## src/rtl/controle_posicoes.sv

```systemverilog
// Two-player 16-square position controller: button sync/edge detect, step sequence 1,2,3,3,2,1,0,
// saturating moves with collision rejection. Optional debounce filter enabled by defining DEBOUNCE_EN.
module controle_posicoes #(
  parameter logic [3:0] POS_INICIAL_J1  = 4'd0,
  parameter logic [3:0] POS_INICIAL_J2  = 4'd15,
  parameter int         DEBOUNCE_CICLOS = 4
) (
  input  logic       clk,
  input  logic       rst_n,
  input  logic       botao1,
  input  logic       botao2,
  input  logic       botao3,
  input  logic       botao4,
  output logic [3:0] memoria1,
  output logic [3:0] memoria2,
  output logic [2:0] turno,
  output logic       vez,
  output logic       mov_ok,
  output logic       colisao,
  output logic       fim_jogo
);

  typedef enum logic [1:0] {ESPERA, CALCULA, APLICA, FIM} estado_t;

  if (DEBOUNCE_CICLOS < 1) begin : g_param_invalido
    $error("DEBOUNCE_CICLOS must be at least 1");
  end

  logic [3:0] botoes;
  logic [3:0] sinc1_reg, sinc2_reg;
  logic [3:0] nivel;
  logic [3:0] nivel_ant_reg;
  logic [3:0] borda;

  assign botoes = {botao4, botao3, botao2, botao1};

  always_ff @(posedge clk) begin
    if (!rst_n) begin
      sinc1_reg     <= 4'd0;
      sinc2_reg     <= 4'd0;
      nivel_ant_reg <= 4'd0;
    end else begin
      sinc1_reg     <= botoes;
      sinc2_reg     <= sinc1_reg;
      nivel_ant_reg <= nivel;
    end
  end

`ifdef DEBOUNCE_EN
  localparam int CW = $clog2(DEBOUNCE_CICLOS + 1);

  genvar gi;
  generate
    for (gi = 0; gi < 4; gi++) begin : g_debounce
      logic [CW-1:0] cnt_reg;
      logic          nivel_reg;

      // Level flips only on the DEBOUNCE_CICLOS-th consecutive sample that disagrees with it.
      always_ff @(posedge clk) begin
        if (!rst_n) begin
          cnt_reg   <= '0;
          nivel_reg <= 1'b0;
        end else if (sinc2_reg[gi] == nivel_reg) begin
          cnt_reg <= '0;
        end else if (cnt_reg == CW'(DEBOUNCE_CICLOS - 1)) begin
          cnt_reg   <= '0;
          nivel_reg <= sinc2_reg[gi];
        end else begin
          cnt_reg <= cnt_reg + 1'b1;
        end
      end

      assign nivel[gi] = nivel_reg;
    end
  endgenerate
`else
  assign nivel = sinc2_reg;
`endif

  assign borda = nivel & ~nivel_ant_reg;

  estado_t    estado_reg, estado_next;
  logic [3:0] m1_reg, m1_next;
  logic [3:0] m2_reg, m2_next;
  logic [2:0] seq_reg, seq_next;
  logic [2:0] turno_reg, turno_next;
  logic       vez_reg, vez_next;
  logic       dir_reg, dir_next;
  logic       mov_ok_reg, mov_ok_next;
  logic       colisao_reg, colisao_next;
  logic       fim_reg, fim_next;

  logic [3:0] propria, oponente, destino;
  logic [4:0] soma, diferenca;
  logic [2:0] seq_inc;
  logic       colide;

  function automatic logic [2:0] passo(input logic [2:0] idx);
    case (idx)
      3'd0:    passo = 3'd1;
      3'd1:    passo = 3'd2;
      3'd2:    passo = 3'd3;
      3'd3:    passo = 3'd3;
      3'd4:    passo = 3'd2;
      3'd5:    passo = 3'd1;
      default: passo = 3'd0;
    endcase
  endfunction

  // Destination is computed 5 bits wide so both overflow past 15 and borrow below 0 are visible.
  assign propria   = vez_reg ? m2_reg : m1_reg;
  assign oponente  = vez_reg ? m1_reg : m2_reg;
  assign soma      = {1'b0, propria} + {2'b00, turno_reg};
  assign diferenca = {1'b0, propria} - {2'b00, turno_reg};
  assign destino   = dir_reg ? (soma[4] ? 4'd15 : soma[3:0])
                             : (diferenca[4] ? 4'd0 : diferenca[3:0]);
  assign colide    = (turno_reg != 3'd0) && (destino == oponente);
  assign seq_inc   = (seq_reg == 3'd6) ? 3'd0 : seq_reg + 3'd1;

  always_ff @(posedge clk) begin
    if (!rst_n) begin
      estado_reg  <= ESPERA;
      m1_reg      <= POS_INICIAL_J1;
      m2_reg      <= POS_INICIAL_J2;
      seq_reg     <= 3'd0;
      turno_reg   <= 3'd1;
      vez_reg     <= 1'b0;
      dir_reg     <= 1'b0;
      mov_ok_reg  <= 1'b0;
      colisao_reg <= 1'b0;
      fim_reg     <= 1'b0;
    end else begin
      estado_reg  <= estado_next;
      m1_reg      <= m1_next;
      m2_reg      <= m2_next;
      seq_reg     <= seq_next;
      turno_reg   <= turno_next;
      vez_reg     <= vez_next;
      dir_reg     <= dir_next;
      mov_ok_reg  <= mov_ok_next;
      colisao_reg <= colisao_next;
      fim_reg     <= fim_next;
    end
  end

  always_comb begin
    estado_next  = estado_reg;
    m1_next      = m1_reg;
    m2_next      = m2_reg;
    seq_next     = seq_reg;
    turno_next   = turno_reg;
    vez_next     = vez_reg;
    dir_next     = dir_reg;
    mov_ok_next  = 1'b0;
    colisao_next = 1'b0;
    fim_next     = fim_reg;

    case (estado_reg)
      ESPERA: begin
        if (!vez_reg) begin
          if (borda[2] ^ borda[3]) begin
            dir_next    = borda[2];
            estado_next = CALCULA;
          end
        end else if (borda[0] ^ borda[1]) begin
          dir_next    = borda[1];
          estado_next = CALCULA;
        end
      end
      // Commit happens on the CALCULA->APLICA edge so results and pulses are visible during APLICA.
      CALCULA: begin
        estado_next = APLICA;
        if (colide) begin
          colisao_next = 1'b1;
        end else begin
          if (vez_reg) m2_next = destino;
          else         m1_next = destino;
          mov_ok_next = 1'b1;
          vez_next    = ~vez_reg;
          seq_next    = seq_inc;
          turno_next  = passo(seq_inc);
        end
      end
      APLICA: begin
        if ((m1_reg == 4'd15) || (m2_reg == 4'd0)) begin
          estado_next = FIM;
          fim_next    = 1'b1;
        end else begin
          estado_next = ESPERA;
        end
      end
      default: estado_next = FIM;
    endcase
  end

  assign memoria1 = m1_reg;
  assign memoria2 = m2_reg;
  assign turno    = turno_reg;
  assign vez      = vez_reg;
  assign mov_ok   = mov_ok_reg;
  assign colisao  = colisao_reg;
  assign fim_jogo = fim_reg;

endmodule

```

## config.mk

```make
export PLATFORM = sky130hd
export DESIGN_NAME = controle_posicoes
export DESIGN_NICKNAME = d
export VERILOG_FILES = /design/src/rtl/controle_posicoes.sv
export SDC_FILE = /design/constraint.sdc
export NUM_CORES = 1
export LEC_CHECK = 0
export ABC_AREA = 1
export ABC_CLOCK_PERIOD_IN_PS = 4500
export CORE_MARGIN = 8
export CORE_UTILIZATION = 45
export CTS_CLUSTER_DIAMETER = 40
export DETAILED_ROUTE_END_ITERATION = 10
export PLACE_DENSITY = 0.68
export SYNTH_ARGS = -nofsm -noshare
export SYNTH_HDL_FRONTEND = slang
export SYNTH_SLANG_ARGS = --single-unit
export TNS_END_PERCENT = 5
```

## constraint.sdc

```tcl
create_clock -name clk -period 4.5 [get_ports clk]
set_clock_uncertainty 0.05 [all_clocks]
set_input_delay 0.9 -clock clk [delete_from_list [all_inputs] [get_ports clk]]
set_output_delay 0.9 -clock clk [all_outputs]
set_load 0.01 [all_outputs]
```

# ---- Word-level counts from Yosys, hierarchy flattened
# Index checks and enable logic that the tools add are counted.
# W data, S select, Z words.
dict set report totals {
  ff_bits 33
}
dict set report classes {
  n_reduce_logical 17
  bitwise_logic 6
  eq_ne 13
  n_addsub 3
  muxes 17
}
# op count
set ops {}
lappend ops {{$mux W4} 5}
lappend ops {{$pmux W2 S3} 2}
lappend ops {{$eq A3 B3 Y1 const B} 3}
lappend ops {{$reduce_and A3 Y1} 3}
lappend ops {{$mux W2} 4}
lappend ops {{$reduce_and A2 Y1} 4}
lappend ops {{$eq A3 B2 Y1 const B} 2}
lappend ops {{$ne A3 B3 Y1 const B} 2}
lappend ops {{$reduce_or A2 Y1} 3}
lappend ops {{$add A4 B3 Y5} 1}
lappend ops {{$mux W1} 5}
lappend ops {{$sub A4 B3 Y5} 1}
lappend ops {{$and A4 B4 Y4} 1}
lappend ops {{$eq A4 B4 Y1} 1}
lappend ops {{$eq A4 B4 Y1 const B} 1}
lappend ops {{$logic_not A4 Y1} 1}
lappend ops {{$not A4 Y4} 1}
lappend ops {{$add A3 B1 Y3 const B} 1}
lappend ops {{$eq A3 B1 Y1 const B} 1}
lappend ops {{$logic_not A3 Y1} 1}
lappend ops {{$mux W3} 1}
lappend ops {{$reduce_bool A3 Y1} 1}
lappend ops {{$eq A2 B1 Y1 const B} 1}
lappend ops {{$eq A2 B2 Y1 const B} 1}
lappend ops {{other kinds (7)} 9}

# ---- Depth between registers and ports, before layout
dict set report depth {
  word_depth 8
  mapped_depth 22
}

# ---- Worst setup path after synthesis
# OpenSTA, ideal clock, no wires.
dict set report synth_path {
  kind {reg2reg}
  from {reg vez_reg, in the netlist vez}
  to {reg m1_reg[3], in the netlist memoria1[3]}
  path_stages_with_launch 20
  setup_ns 0.110
  arrival_time_ns 2.739
  period_less_slack_ns 2.898
  n_path_buf 3
  path_slack_ns 1.602
  path_cell_list {dfxtp_1 buf_2 buf_1 o21ai_0 inv_1 ha_1 inv_1 fa_1 inv_1 nand3_1 and2_1 nand2_1 nand2_1 nand2_1 nand2_1 nand3_2 buf_6 nand4_1 nand2_1 nor2_2}
}
dict set report synth_via {
  elab_chain_len 8
  word_cells_on_any_way 12
}
# element line
set synth_lines {}
lappend synth_lines {{from (decl)} 87} ;# logic vez_reg, vez_next;
lappend synth_lines {{from (signal assigned)} 138} ;# vez_reg <= vez_next;
lappend synth_lines {{$mux W4} 111} ;# assign propria = vez_reg ? m2_reg : m1_reg;
lappend synth_lines {{$sub A4 B3 Y5 / $add A4 B3 Y5 (equally long branches)} {114, 113}}
lappend synth_lines {{$mux W4, on equally long branches} {116, 115}}
lappend synth_lines {{$mux W4} 115} ;# assign destino = dir_reg ? (soma[4] ? 4'd15 : soma[3:0])
lappend synth_lines {{$eq A4 B4 Y1} 117} ;# assign colide = (turno_reg != 3'd0) && (destino == oponente);
lappend synth_lines {{$logic_and A1 B1 Y1} 117}
lappend synth_lines {{$not A1 Y1 (no source line)} n/a}
lappend synth_lines {{$reduce_and A3 Y1 (no source line)} n/a}
lappend synth_lines {{to (signal assigned)} 134} ;# m1_reg <= m1_next;
lappend synth_lines {{to (decl)} 83} ;# logic [3:0] m1_reg, m1_next;
# Parallel ways exist; a longest one is shown, timed or not.
# A chain may end at the register's enable or synchronous reset.

# ---- Worst setup path in the final report
dict set report layout_path {
  from {reg m1_reg[1], in the netlist memoria1[1]}
  to {reg seq_reg[1]}
}
dict set report layout_via {
  elab_chain_len 8
  word_cells_on_any_way 11
}
# element line
set layout_lines {}
lappend layout_lines {{$mux W4} 111}
lappend layout_lines {{$sub A4 B3 Y5 / $add A4 B3 Y5 (equally long branches)} {114, 113}}
lappend layout_lines {{$mux W4, on equally long branches} {116, 115}}
lappend layout_lines {{$mux W4} 115}
lappend layout_lines {{$eq A4 B4 Y1 (*)} 117}
lappend layout_lines {{$logic_and A1 B1 Y1 (*)} 117}
lappend layout_lines {{$not A1 Y1 (no source line) (*)} n/a}
lappend layout_lines {{$reduce_and A2 Y1 (no source line) (*)} n/a}
lappend layout_lines {{to (signal assigned)} 136} ;# seq_reg <= seq_next;
lappend layout_lines {{to (decl)} 85} ;# logic [2:0] seq_reg, seq_next;
# Every way passes the cells marked *; elsewhere a longest branch is shown, timed or not.

==> out/metrics.sh <==
PLACED_AREA_SQ_UM=2040
DETAILEDROUTE.FIRSTPASSITERATIONCOUNT=4
GP_CONGESTION=0.842
DRT_ITER0_DRC=66
POST-DP-HPWL_MICRONS=2910
GRT_SETUP_UNREPAIRED='no'
WORST_REG2REG_ENDPOINT='seq_reg[1]$_SDFFE_PN0P_'
WORST_HOLD_PATH.NUM_CELLS=2
VDD_IR_DROP_MAX_uV=281
YS_TYPES=31
LAYOUT.CELLS.MOST_COMMON='sky130_fd_sc_hd__nand2_1'
CRIT_PATH_END='seq_reg[1]$_SDFFE_PN0P_'
DIE_HEIGHT_MICRONS=80.0
IO_PINS=21
WORST_SETUP_PATH_CATEGORY='reg -> reg'
DETAIL_ROUTE.DRC_VIOLATIONS=0
ANTENNA_FOUND_INITIAL=0
SYNTH-EDFF-COUNT=0
CTS_RESIZED=0
CLK_TRANSITION_REPORTED_PATHS_NS=0.07
SETUP.WORST_PATH.END_CLASS='flip-flop'
SYNTHCELLS=277
TIMING.CRITICAL_PATH.ARRIVAL_NS=2.93
YS_SEQ_ELEMENTS=32
FP-ROW-COUNT=23
SETUP-TNS-FINAL_NS=0
GRT_MAX_DEGREE=27
MAX-SLEW-MARGIN-REL_PCT=46.5
SYN_STD_CELL_AREA_SQ_UM=1850
NUMBER_OF_GLOBAL_ROUTE_VIAS_BEFORE_REPAIR=1618
GLOBAL_ROUTE_WIRE_LENGTH_BEFORE_REPAIR_MICRONS=6870
DRIVE_GT1_SHARE_PCT=8.78
SYNTH_SEQ_AREA_SHARE_PCT=34.7
INITIAL_CORE_UTIL_PCT=46.5
POSTSYNTHAREAPERCELL_SQ_UM=6.66
CRIT-REG2REG-LAUNCH='memoria1[1]$_SDFFE_PN0P_'
FIN_CRIT_SH_PCT=62.0
CELLPOWERDENSITY_nW_PER_UM2=395
POSTLAYOUTCELLAREA_SQ_UM=2150
CTS_INSERTED_BUFFERS=5
DR_TOTAL_VIAS=1673
ASYNC_RESET_FF_SHARE_PCT=0
SETUP_VIOL=0
TIGHTESTPINTRANSITION_NS=0.800
POST_CTS.REPAIR.SETUP_BUFFERS=0
MAPPEDNETLISTNETS=289
SYNTH_WARN=0
WORST_R2R_PATH_DEPTH=15
TIMING.REG2REG.SETUP_SLACK_NS=1.71
ROUTE.DETAILED.WL_PER_INST_MICRONS=11.3
ROUTE.ANTENNA.REMAINING_NETS=0
ROOT_BUFFER='sky130_fd_sc_hd__clkbuf_8'
DIE_W_MICRONS=80.0
AREA_DELTA_SYNTH_FINAL_PCT=16.7
POWER_LEAKAGE_nW=1.12
FMAX_GHz=0.358
START_KIND='flip-flop'
NETLIST_TOP_CELLS_AREA='sky130_fd_sc_hd__dfxtp_1, sky130_fd_sc_hd__nand2_1, sky130_fd_sc_hd__inv_1, sky130_fd_sc_hd__nand3_1, sky130_fd_sc_hd__nor2_1'
POST_CTS_HOLD_BUFFER_COUNT=0
DESIGN.DIE.AREA_SQ_UM=6410
FINAL-HOLD-VIOLATION-COUNT=0
BUFFER_PORTS.INSERTED=19
WORST_HOLD_PATH_TYPE='reg -> reg'
MOST-COMMON-LAYOUT-CELLS='sky130_fd_sc_hd__nand2_1, sky130_fd_sc_hd__inv_1, sky130_fd_sc_hd__dfxtp_1'
H_TREE_LEVELS=2
DOMINANTREGCELLSYNTH='sky130_fd_sc_hd__dfxtp_1'
DRT_WL_TOTAL_MICRONS=3920
GRT.TOTAL_USAGE_PCT=13.7
CRIT_PATH_MAX_FANOUT=13
VIAS_PER_CELL=4.84
TIMING.CRITICAL_PATH.FROM='memoria1[1]$_SDFFE_PN0P_'
INSERTION_DELAY_NS=0.29
HOLD_SLACK_NS=0.363
TOTAL_CONGESTION_OVERFLOW=0
NETS=307
MAX-CAP-VIOLATIONS=0
CLOCK_SINKS=32
POST_SYNTH_TOP_AREA_SHARE_PCT=34.7
CRIT_REQUIRED_NS=4.64
RUN_STATUS='completed'
CORE_REGION_AREA_SQ_UM=3970
FINAL_PERIOD_MINUS_WORST_SETUP_SLACK_NS=2.79
ANTENNA_CELLS=0
CTS_BUFFER_DEPTH=2
FINAL_MAX_SLEW_VIOL_COUNT=0
CLOCK_TREE_FROM_TRITONCTS='done'
POST-SYNTH-TOP-AREA-CELL='sky130_fd_sc_hd__dfxtp_1'
## per-layer routing
metal	vias up	track usage [%]	share of wire [%]
met3	10	3.72	5.4
met2	34	22.1	46
li1	891	-	-
met5	-	0	0
met4	0	7.27	2.6
met1	738	16.0	46
## Yosys cell counts (2+ instances only)
master / count
sky130_fd_sc_hd__nand2_1: 77
sky130_fd_sc_hd__inv_1: 52
sky130_fd_sc_hd__dfxtp_1: 32
sky130_fd_sc_hd__nand3_1: 23
sky130_fd_sc_hd__nor2_1: 19
sky130_fd_sc_hd__nand4_1: 11
sky130_fd_sc_hd__o21ai_0: 11
sky130_fd_sc_hd__a21oi_1: 8
sky130_fd_sc_hd__ha_1: 4
sky130_fd_sc_hd__nand2_2: 4
sky130_fd_sc_hd__nand2_4: 4
sky130_fd_sc_hd__buf_4: 3
sky130_fd_sc_hd__nand3_2: 3
sky130_fd_sc_hd__nor3_1: 3
sky130_fd_sc_hd__a211oi_1: 2
sky130_fd_sc_hd__buf_2: 2
sky130_fd_sc_hd__buf_6: 2
sky130_fd_sc_hd__fa_1: 2
sky130_fd_sc_hd__inv_2: 2
sky130_fd_sc_hd__nand3b_1: 2
## worst max-delay path, cell delays in order (launching register included)
cell                      delay [ns]
sky130_fd_sc_hd__dfxtp_1        0.36
sky130_fd_sc_hd__o21ai_0        0.31
sky130_fd_sc_hd__inv_1          0.15
sky130_fd_sc_hd__fa_1           0.47
sky130_fd_sc_hd__inv_1          0.12
sky130_fd_sc_hd__nand3_2        0.09
sky130_fd_sc_hd__nand2_1        0.07
sky130_fd_sc_hd__nand2_1        0.10
sky130_fd_sc_hd__nand3_1        0.09
sky130_fd_sc_hd__nand2_1        0.05
sky130_fd_sc_hd__nor2_1         0.11
sky130_fd_sc_hd__nand3_2        0.26
sky130_fd_sc_hd__nand2_2        0.22
sky130_fd_sc_hd__inv_2          0.08
sky130_fd_sc_hd__nor2_1         0.09
sky130_fd_sc_hd__nor2_1         0.05
## where the power goes
part	switching [mW]	internal, mW	leakage (nW)
registers	0.0166	0.300	0.261
clock network	0.111	0.164	0.0541
logic	0.164	0.0953	0.803
## through the flow
step | setup WS, ns | power (mW) | utilization (%) | std cells
global placement | 1.74 | 0.579 | 51.4 | 338
CTS | 1.72 | 0.859 | 54.3 | 346
detailed placement | 1.72 | 0.578 | 51.4 | 338
floorplan | 1.60 | 0.521 | - | 277
global route | 1.37 | 0.912 | 54.3 | 346
finish | 1.71 | 0.850 | 54.3 | 346
## kinds of logic after synthesis
group | count (synthesis) | share of synthesized area, %
DFF | 32 | 34.7
other | 1 | 0.203
and+or+nand+nor | 150 | 38.2
adders and majority gates | 6 | 4.88
xor gates and xnor gates | 1 | 0.475
buffers and inverters | 64 | 14.8
AOI/OAI and AO/OA | 23 | 6.71
## layout make-up
type / instances / area (sq um)
clock buffers: 5 / 68.8
repair buffers: 21 / 205
flip-flops and latches: 32 / 641
inverters: 54 / 203
fillers: 392 / 1820
clock inverters: 3 / 42.5
multi-input cells: 181 / 932
well taps: 50 / 62.6
## how the worst min path moves through the flow
stage	startpoint	endpoint	slack (ns)
floorplan	sinc1_reg[0]$_SDFF_PN0_	nivel[0]$_SDFF_PN0_	0.34
global placement	sinc1_reg[0]$_SDFF_PN0_	nivel[0]$_SDFF_PN0_	0.34
detailed placement	sinc1_reg[0]$_SDFF_PN0_	nivel[0]$_SDFF_PN0_	0.35
CTS	sinc1_reg[0]$_SDFF_PN0_	nivel[0]$_SDFF_PN0_	0.37
global route	sinc1_reg[0]$_SDFF_PN0_	nivel[0]$_SDFF_PN0_	0.39
finish	sinc1_reg[0]$_SDFF_PN0_	nivel[0]$_SDFF_PN0_	0.36
Note: power is estimated with default switching activity, not from simulation.
